### config.mk
export PLATFORM = sky130hd
export DESIGN_NAME = mac_accumulator_64bits_flat
export DESIGN_NICKNAME = d
export VERILOG_FILES = /design/src/rtl/mac_accumulator_64bits_if.sv /design/src/rtl/mac_accumulator_64bits.sv /design/src/flat_wrapper.sv
export SDC_FILE = /design/constraint.sdc
export NUM_CORES = 1
export LEC_CHECK = 0
export ABC_AREA = 1
export ABC_CLOCK_PERIOD_IN_PS = 2900
export BUFFER_PORTS_ARGS = -buffer_cell sky130_fd_sc_hd__buf_2
export CAP_MARGIN = 20
export CELL_PAD_IN_SITES_DETAIL_PLACEMENT = 0
export CELL_PAD_IN_SITES_GLOBAL_PLACEMENT = 2
export CORE_MARGIN = 2
export CORE_UTILIZATION = 29
export CTS_CLUSTER_SIZE = 28
export DETAILED_ROUTE_END_ITERATION = 8
export GPL_ROUTABILITY_DRIVEN = 1
export PLACE_DENSITY = 0.78
export SLEW_MARGIN = 5
export SYNTH_ARGS = -nofsm -noshare
export SYNTH_HDL_FRONTEND = slang
export SYNTH_SLANG_ARGS = --single-unit
### constraint.sdc
create_clock -name clk -period 2.9 [get_ports clk]
set_clock_uncertainty 0.2 [all_clocks]
set_input_delay 0 -clock clk [delete_from_list [all_inputs] [get_ports clk]]
set_output_delay 0 -clock clk [all_outputs]
set_load 0.05 [all_outputs]
### src/rtl/mac_accumulator_64bits_if.sv
// Handshake bundle for mac_accumulator_64bits: block start, product stream and result return.
interface mac_accumulator_64bits_if #(
  parameter int unsigned LEN_W = 8
);
  localparam int unsigned DATA_W = 64;

  logic              start;
  logic [LEN_W-1:0]  len;
  logic [DATA_W-1:0] product;
  logic              in_valid;
  logic              in_ready;
  logic [DATA_W-1:0] sum;
  logic              sum_valid;
  logic              sum_ready;
  logic              busy;
  logic              overflow;

  modport master (
    output start, len, product, in_valid, sum_ready,
    input  in_ready, sum, sum_valid, busy, overflow
  );

  modport slave (
    input  start, len, product, in_valid, sum_ready,
    output in_ready, sum, sum_valid, busy, overflow
  );
endinterface

### src/rtl/mac_accumulator_64bits.sv
// Accumulates a block of len unsigned 64-bit products and returns the sum with a sticky carry flag.
// Optional macro ACC_SATURATE_EN clamps the sum to all-ones on carry instead of wrapping.
module mac_accumulator_64bits #(
  parameter int unsigned LEN_W = 8
) (
  input logic                     clk,
  input logic                     rst_n,
  mac_accumulator_64bits_if.slave bus
);
  localparam int unsigned DATA_W = 64;

  typedef enum logic [1:0] {
    IDLE = 2'd0,
    ACC  = 2'd1,
    DONE = 2'd2
  } state_e;

  state_e            state;
  state_e            state_nxt;
  logic [DATA_W-1:0] acc;
  logic [LEN_W-1:0]  cnt;
  logic              ovf;
  logic              in_ready_r;
  logic              sum_valid_r;
  logic              busy_r;
  logic              in_ready_nxt;
  logic              sum_valid_nxt;
  logic              busy_nxt;
  logic              start_c;
  logic              accept_c;
  logic [DATA_W:0]   add_c;

  assign start_c  = (state == IDLE) && bus.start;
  assign accept_c = (state == ACC) && bus.in_valid;
  assign add_c    = {1'b0, acc} + {1'b0, bus.product};

  // State register; status outputs are registered from their next-state decode.
  always_ff @(posedge clk or negedge rst_n) begin
    if (!rst_n) begin
      state       <= IDLE;
      in_ready_r  <= 1'b0;
      sum_valid_r <= 1'b0;
      busy_r      <= 1'b0;
    end else begin
      state       <= state_nxt;
      in_ready_r  <= in_ready_nxt;
      sum_valid_r <= sum_valid_nxt;
      busy_r      <= busy_nxt;
    end
  end

  always_comb begin
    state_nxt = state;
    case (state)
      IDLE: if (bus.start) state_nxt = (bus.len == '0) ? DONE : ACC;
      ACC:  if (bus.in_valid && (cnt == LEN_W'(1))) state_nxt = DONE;
      DONE: if (bus.sum_ready) state_nxt = IDLE;
      default: state_nxt = IDLE;
    endcase
  end

  always_comb begin
    in_ready_nxt  = 1'b0;
    sum_valid_nxt = 1'b0;
    busy_nxt      = 1'b0;
    case (state_nxt)
      ACC: begin
        in_ready_nxt = 1'b1;
        busy_nxt     = 1'b1;
      end
      DONE: begin
        sum_valid_nxt = 1'b1;
        busy_nxt      = 1'b1;
      end
      default: ;
    endcase
  end

  // Accumulator, remaining-beat count and sticky carry.
  always_ff @(posedge clk or negedge rst_n) begin
    if (!rst_n) begin
      acc <= '0;
      cnt <= '0;
      ovf <= 1'b0;
    end else if (start_c) begin
      acc <= '0;
      cnt <= bus.len;
      ovf <= 1'b0;
    end else if (accept_c) begin
`ifdef ACC_SATURATE_EN
      acc <= (ovf || add_c[DATA_W]) ? '1 : add_c[DATA_W-1:0];
`else
      acc <= add_c[DATA_W-1:0];
`endif
      cnt <= cnt - LEN_W'(1);
      ovf <= ovf | add_c[DATA_W];
    end
  end

  assign bus.in_ready  = in_ready_r;
  assign bus.sum_valid = sum_valid_r;
  assign bus.busy      = busy_r;
  assign bus.sum       = acc;
  assign bus.overflow  = ovf;
endmodule

### src/flat_wrapper.sv
// flat-port wrapper written by rule: the top's interface ports become plain ports
module mac_accumulator_64bits_flat 
#(
  parameter int unsigned LEN_W = 8
)
  (clk, rst_n, bus_start, bus_len, bus_product, bus_in_valid, bus_sum_ready, bus_in_ready, bus_sum, bus_sum_valid, bus_busy, bus_overflow);
  mac_accumulator_64bits_if #(.LEN_W(LEN_W)) bus_i ();
  input logic clk;
  input logic rst_n;
  input wire logic [$bits(bus_i.start)-1:0] bus_start;
  input wire logic [$bits(bus_i.len)-1:0] bus_len;
  input wire logic [$bits(bus_i.product)-1:0] bus_product;
  input wire logic [$bits(bus_i.in_valid)-1:0] bus_in_valid;
  input wire logic [$bits(bus_i.sum_ready)-1:0] bus_sum_ready;
  output wire logic [$bits(bus_i.in_ready)-1:0] bus_in_ready;
  output wire logic [$bits(bus_i.sum)-1:0] bus_sum;
  output wire logic [$bits(bus_i.sum_valid)-1:0] bus_sum_valid;
  output wire logic [$bits(bus_i.busy)-1:0] bus_busy;
  output wire logic [$bits(bus_i.overflow)-1:0] bus_overflow;
  assign bus_i.start = bus_start;
  assign bus_i.len = bus_len;
  assign bus_i.product = bus_product;
  assign bus_i.in_valid = bus_in_valid;
  assign bus_i.sum_ready = bus_sum_ready;
  assign bus_in_ready = bus_i.in_ready;
  assign bus_sum = bus_i.sum;
  assign bus_sum_valid = bus_i.sum_valid;
  assign bus_busy = bus_i.busy;
  assign bus_overflow = bus_i.overflow;
  mac_accumulator_64bits #(.LEN_W(LEN_W)) u_core (.clk(clk), .rst_n(rst_n), .bus(bus_i));
endmodule
Yosys cells after proc, flatten, opt, wreduce, memory -nomap -nowiden. Index checks and enable logic that the tools add are counted.

Register bits after elaboration: 78. Input port bits: 77. Output and inout port bits: 68. Logic and storage cells: 36.

Add/subtract/negate cells: 2. Equal/unequal tests: 5. Mux-type cells: 14. Bitwise logic cells: 1. Reductions and logical operators: 7.

Operators by type and width (number): two-way mux 64 bit (2); adder 64 x 64 -> 65 bit (1); two-way mux 8 bit (2); equality test 8 x 1 -> 1 bit (second input constant) (1); logical NOT 8 bit (1); two-way mux 2 bit (4); subtractor 8 x 1 -> 8 bit (second input constant) (1); one-hot mux 2 bit (3 select lines) (1); two-way mux 1 bit (5); equality test 2 x 1 -> 1 bit (second input constant) (2); equality test 2 bit (second input constant) (2); logical AND 1 bit (3); logical NOT 2 bit (1); nonzero test 2 bit (1); OR reduction 2 bit (1); bitwise OR 1 bit (1).

Longest topological paths before layout.
Depth in word-level cells: 7. Depth in mapped cells: 16. Mapped depth without buffers: 16.

Worst setup path after synthesis. OpenSTA, ideal clock, no wires.

Path kind: register to register. From: register u_core.acc[0], in the netlist u_core.bus.sum[0]. To: register u_core.acc[28], in the netlist u_core.bus.sum[28]. Library setup time: 0.118 ns. Arrival: 2.233 ns. Required time: 2.582 ns. Slack: 0.349 ns. Stages on the path, launching flop included: 12. Buffers on the path: 0. Period minus slack after synthesis: 2.551 ns. Cells stage by stage: dfrtp_1 ha_1 fa_1 nand3_1 nand3_1 nand3_1 nand3b_1 nand2_1 nand2_2 or2_2 nand3_1 nand2_1.

Word-level cells in the longest chain between the ends: 3.

Ends and longest elaborated chain: start, declared (RTL line mac_accumulator_64bits.sv:20) `logic [DATA_W-1:0] acc;`; start signal, assigned (RTL line mac_accumulator_64bits.sv:93) `acc <= add_c[DATA_W-1:0];`; adder 64 x 64 -> 65 bit (RTL line mac_accumulator_64bits.sv:35) `assign add_c = {1'b0, acc} + {1'b0, bus.product};`; two-way mux 64 bit (RTL line mac_accumulator_64bits.sv:89) `end else if (accept_c) begin`; two-way mux 64 bit (RTL line mac_accumulator_64bits.sv:85) `end else if (start_c) begin`.

No other way between the ends. The select of a mux whose other input is x is not followed. A chain may end at the register's enable or synchronous reset.

Worst setup path in the final report.
From: register u_core.acc[0], in the netlist u_core.bus.sum[0]. To: register u_core.acc[56], in the netlist u_core.bus.sum[56].

Same word-level chain as after synthesis.

==> summary.md <==
| Metric | Value |
|---|---|
| Synth Instances | about 1600 |
| Synth Area in Compound Gates | 0.0626 |
| Crit path arrival time | between 2 and 3 ns |
| CP Max Fanout | 4 |
| DR top layer | met4 |
| Period utilization | 0.929 |
| Post-Place Setup Slack | roughly 0.12 ns |
| Post-Synth Adder-Cell Area | 0.0967 |
| Number of flops mapped to enable cells by yosys | 0 |
| Max_cap viols | 0 |
| Reg clk slew, reported paths | 0.07 ns |
| Top-area cell type share of the netlist area | 0.314 |
| WL met2 | between 15 and 20 mm |
| Antenna viol nets, final | 0 |
| Minimum clock period | approximately 2.7 ns |
| CTS tree | yes |
| Vias in the first global route | between 10000 and 15000 |
| Drt drc | 0 |
| DR WL/cell | roughly 16 um |
| Routed met3 length | between 1 and 1.5 mm |
| Synth warn | 0 |
| Min-delay worst type | input pin to flop |
| First-pass DRT Iterations | 5 |
| GRT Total Usage | 0.234 |
| Clk sinks | a little under 80 |
| Xor and xnor area share after synthesis | 0.0117 |
| Via density | approximately 4.5 |
| Final worst-path setup slack | between 0.2 and 0.25 ns |
| Synth unique cells | 39 |
| CTS Buf Count | 9 |
| Metal-1 WL | ~18 mm |
| Chip Width | 180 um |
| DP Wirelength | just over 30 mm |
| Post-synth top flop | dfrtp_1 |
| Ports | roughly 150 |
| Mux cell area share after synthesis | 0 |
| Final WL | about 37 mm |
| Die height | roughly 180 um |
| Simple-Gate Fraction of Synth Area | 0.459 |
| N_diodes | 0 |
| First-pass GRT wire length | 57.5 mm |
| Iter 0 DRT Violations | a little over 500 |
| P&R area growth vs syn | 26.2% |
| GPL Wtd Cong | about 0.95 |
| Mapped Area | about 0.0090 mm2 |
| Largest net degree at the start of global routing | 51 |
| Placed Area | between 0.01 and 0.015 mm2 |
| Main combinational cell family by area after synthesis | simple AND/OR/NAND/NOR gates |
| Synthesized Nets | between 1500 and 2000 |
| Synth top area cells | nand2_1 (31%), dfrtp_1 (22%), inv_1 (14%) |
| Max Freq | 0.371 GHz |
| Final Hold Vio Count | 0 |
| Fin cells | about 2300 |
| Worst setup EP type | flop |
| Initial Utilization | 0.294 |
| Worst-Margin Slew | between 0.7 and 0.8 ns |
| CP Data Required Time | approximately 3 ns |
| DR vias | 10100 |
| H-tree levels | 3 |
| Worst VDD drop | between 0.3 and 0.4 mV |
| Min Hold Slack | approximately 0.006 ns |
| Startpoint Class | flop |
| Status | completed |
| Worst r2r src | u_core.bus.sum[0]$_DFFE_PN0P_ |
| Critical Path Source | u_core.bus.sum[0]$_DFFE_PN0P_ |
| Syn Area/Cell | roughly 5.5 um2 |
| #FFs+latches synth | a little under 80 |
| Kind of critical path | flop to flop |
| Top cells by count, synth | nand2_1 (752), inv_1 (346), nor2_1 (100), nand3_1 (88), dfrtp_1 (78) |
| Final setup viols | 0 |
| Largest stage delay, worst path | around 0.4 ns |
| Slew headroom | 0.477 |
| Final Cell Area | roughly 0.011 mm2 |
| GR Overflow Total | 0 |
| FP Rows | 64 |
| CP max stage cell | dfrtp_1 |
| Synth area leader | nand2_1 |
| Nets | just over 2000 |
| Critical Path Most Common Cell | nand3_1 |
| Setup TNS | 0 ns |
| Sequential-to-total area share from yosys stat | 0.217 |
| Fillcell total | ~3500 |
| Synth async-reset ratio | 1.00 |
| Layout cells sized above 1 | 0.123 |
| Inst Count DP | 2189 |
| Worst Hold Launch | bus_product[32] |
| PortBufs | 144 |
| Initial antenna violation count | 0 |
| Setup bufs post-CTS | 0 |
| Die ar. | 0.0325 mm2 |
| Cell with the most instances after synthesis | nand2_1 |
| Final Max Slew Viols | 0 |
| Worst skew pair latency | 0.39 ns |
| Critical-path cell list | ha_1, fa_2, nand3_1, nand3_1, nand2_1, nand2_1, nand2_1, nand3_2, nand3_1, nand3_1, nand3_1, nand2_1 |
| Largest delay share family, worst path | simple AND/OR/NAND/NOR gates |
| Unrepaired setup endpoints after global routing | false |
| Clock tree buffer depth | 2 |
| Worst path bufs/invs | 0 |
| Root Buffer | clkbuf_16 |
| Core Area | about 0.031 mm2 |
| Pleak | slightly above 0.007 uW |
| Pwr Density | just over 900 mW/mm2 |
metrics by stage:
step,utilization,power [uW]
floorplan,-,6960
global placement,0.339,9350
detailed placement,0.339,9360
CTS,0.371,10700
global route,0.371,11600
finish,0.371,10600
cell usage in the layout, fill, tap and decap left out, drive strengths merged:
cell type    count
o31a             1
nor4             3
nand2          765
buf            171
nor2           110
nand3           96
a32o             1
o31ai            6
or2              9
xor2             2
ha              68
nor3            15
and2             3
o21ai           25
dlygate4sd3     71
a21oi           59
a22o             2
a31oi            1
nand4            6
dfrtp           78
xnor2           10
nand3b           5
clkinv           4
clkinvlp         3
o211ai           3
o221ai           2
inv            348
fa               1
o21bai           2
clkbuf          10
layout make-up:
cell class                      instances  area [um2]  share of cell area
Inverter                              349        1310               0.115
Timing Repair Buffer                  242        1650               0.145
Sequential cell                        78        1950               0.172
Multi-Input combinational cell       1195        5680               0.500
Clock buffer                           10         229              0.0202
Tap cell                              396         495              0.0436
Clock inverter                          6        48.8             0.00430
cell families after synthesis:
logic type,after synthesis
buffers and inverters,364
AND/OR/NAND/NOR,1012
flip-flops,78
XOR/XNOR,12
AO/OA/AOI/OAI,102
adder cells (fa/ha/maj),69
path summary, 6_finish.rpt:
kind	endpoint	slack [ns]	cells after the start
setup / recovery	u_core.bus.sum[56]$_DFFE_PN0P_	0.21	12
hold / removal	u_core.bus.sum[32]$_DFFE_PN0P_	0.006	6
setup reg to reg	u_core.bus.sum[56]$_DFFE_PN0P_	0.21	12
hold reg to reg	u_core.bus.overflow$_DFFE_PN0P_	0.31	2
max in group asynchronous	u_core.bus.sum[25]$_DFFE_PN0P_	1.67	3
min in group asynchronous	u_core.bus.sum[10]$_DFFE_PN0P_	0.03	2
routing by layer:
metal	track usage	vias up
met5	0	-
met4	0.0503	0
met3	0.0307	27
met2	0.416	171
met1	0.301	4545
li1	-	5387
worst min-delay path, stage by stage:
cell	delay, ns
buf_2	0.10
ha_1	0.15
buf_4	0.14
nand2_1	0.05
nand3_1	0.06
nand2_1	0.05
what timing repair did:
action                     CTS  global route
setup endpoints to repair    0             3
hold endpoints to repair   115             0
resized for setup            0             1
hold buffers                71             0
sequential cells by signal, indices dropped and copies added (netlist names):
| name | flops |
|---|---|
| u_core.bus.sum_valid | 1 |
| u_core.bus.overflow | 1 |
| u_core.bus.sum | 64 |
| u_core.bus.busy | 1 |
| u_core.state | 2 |
| u_core.bus.in_ready | 1 |
| u_core.cnt | 8 |
where the power goes:
group,leakage [uW],internal (uW),switching (uW)
Combinational,0.00596,2220,5360
Clock,0.000125,586,600
Sequential,0.00101,1510,345
No activity file was read; power rests on OpenSTA's default activity.
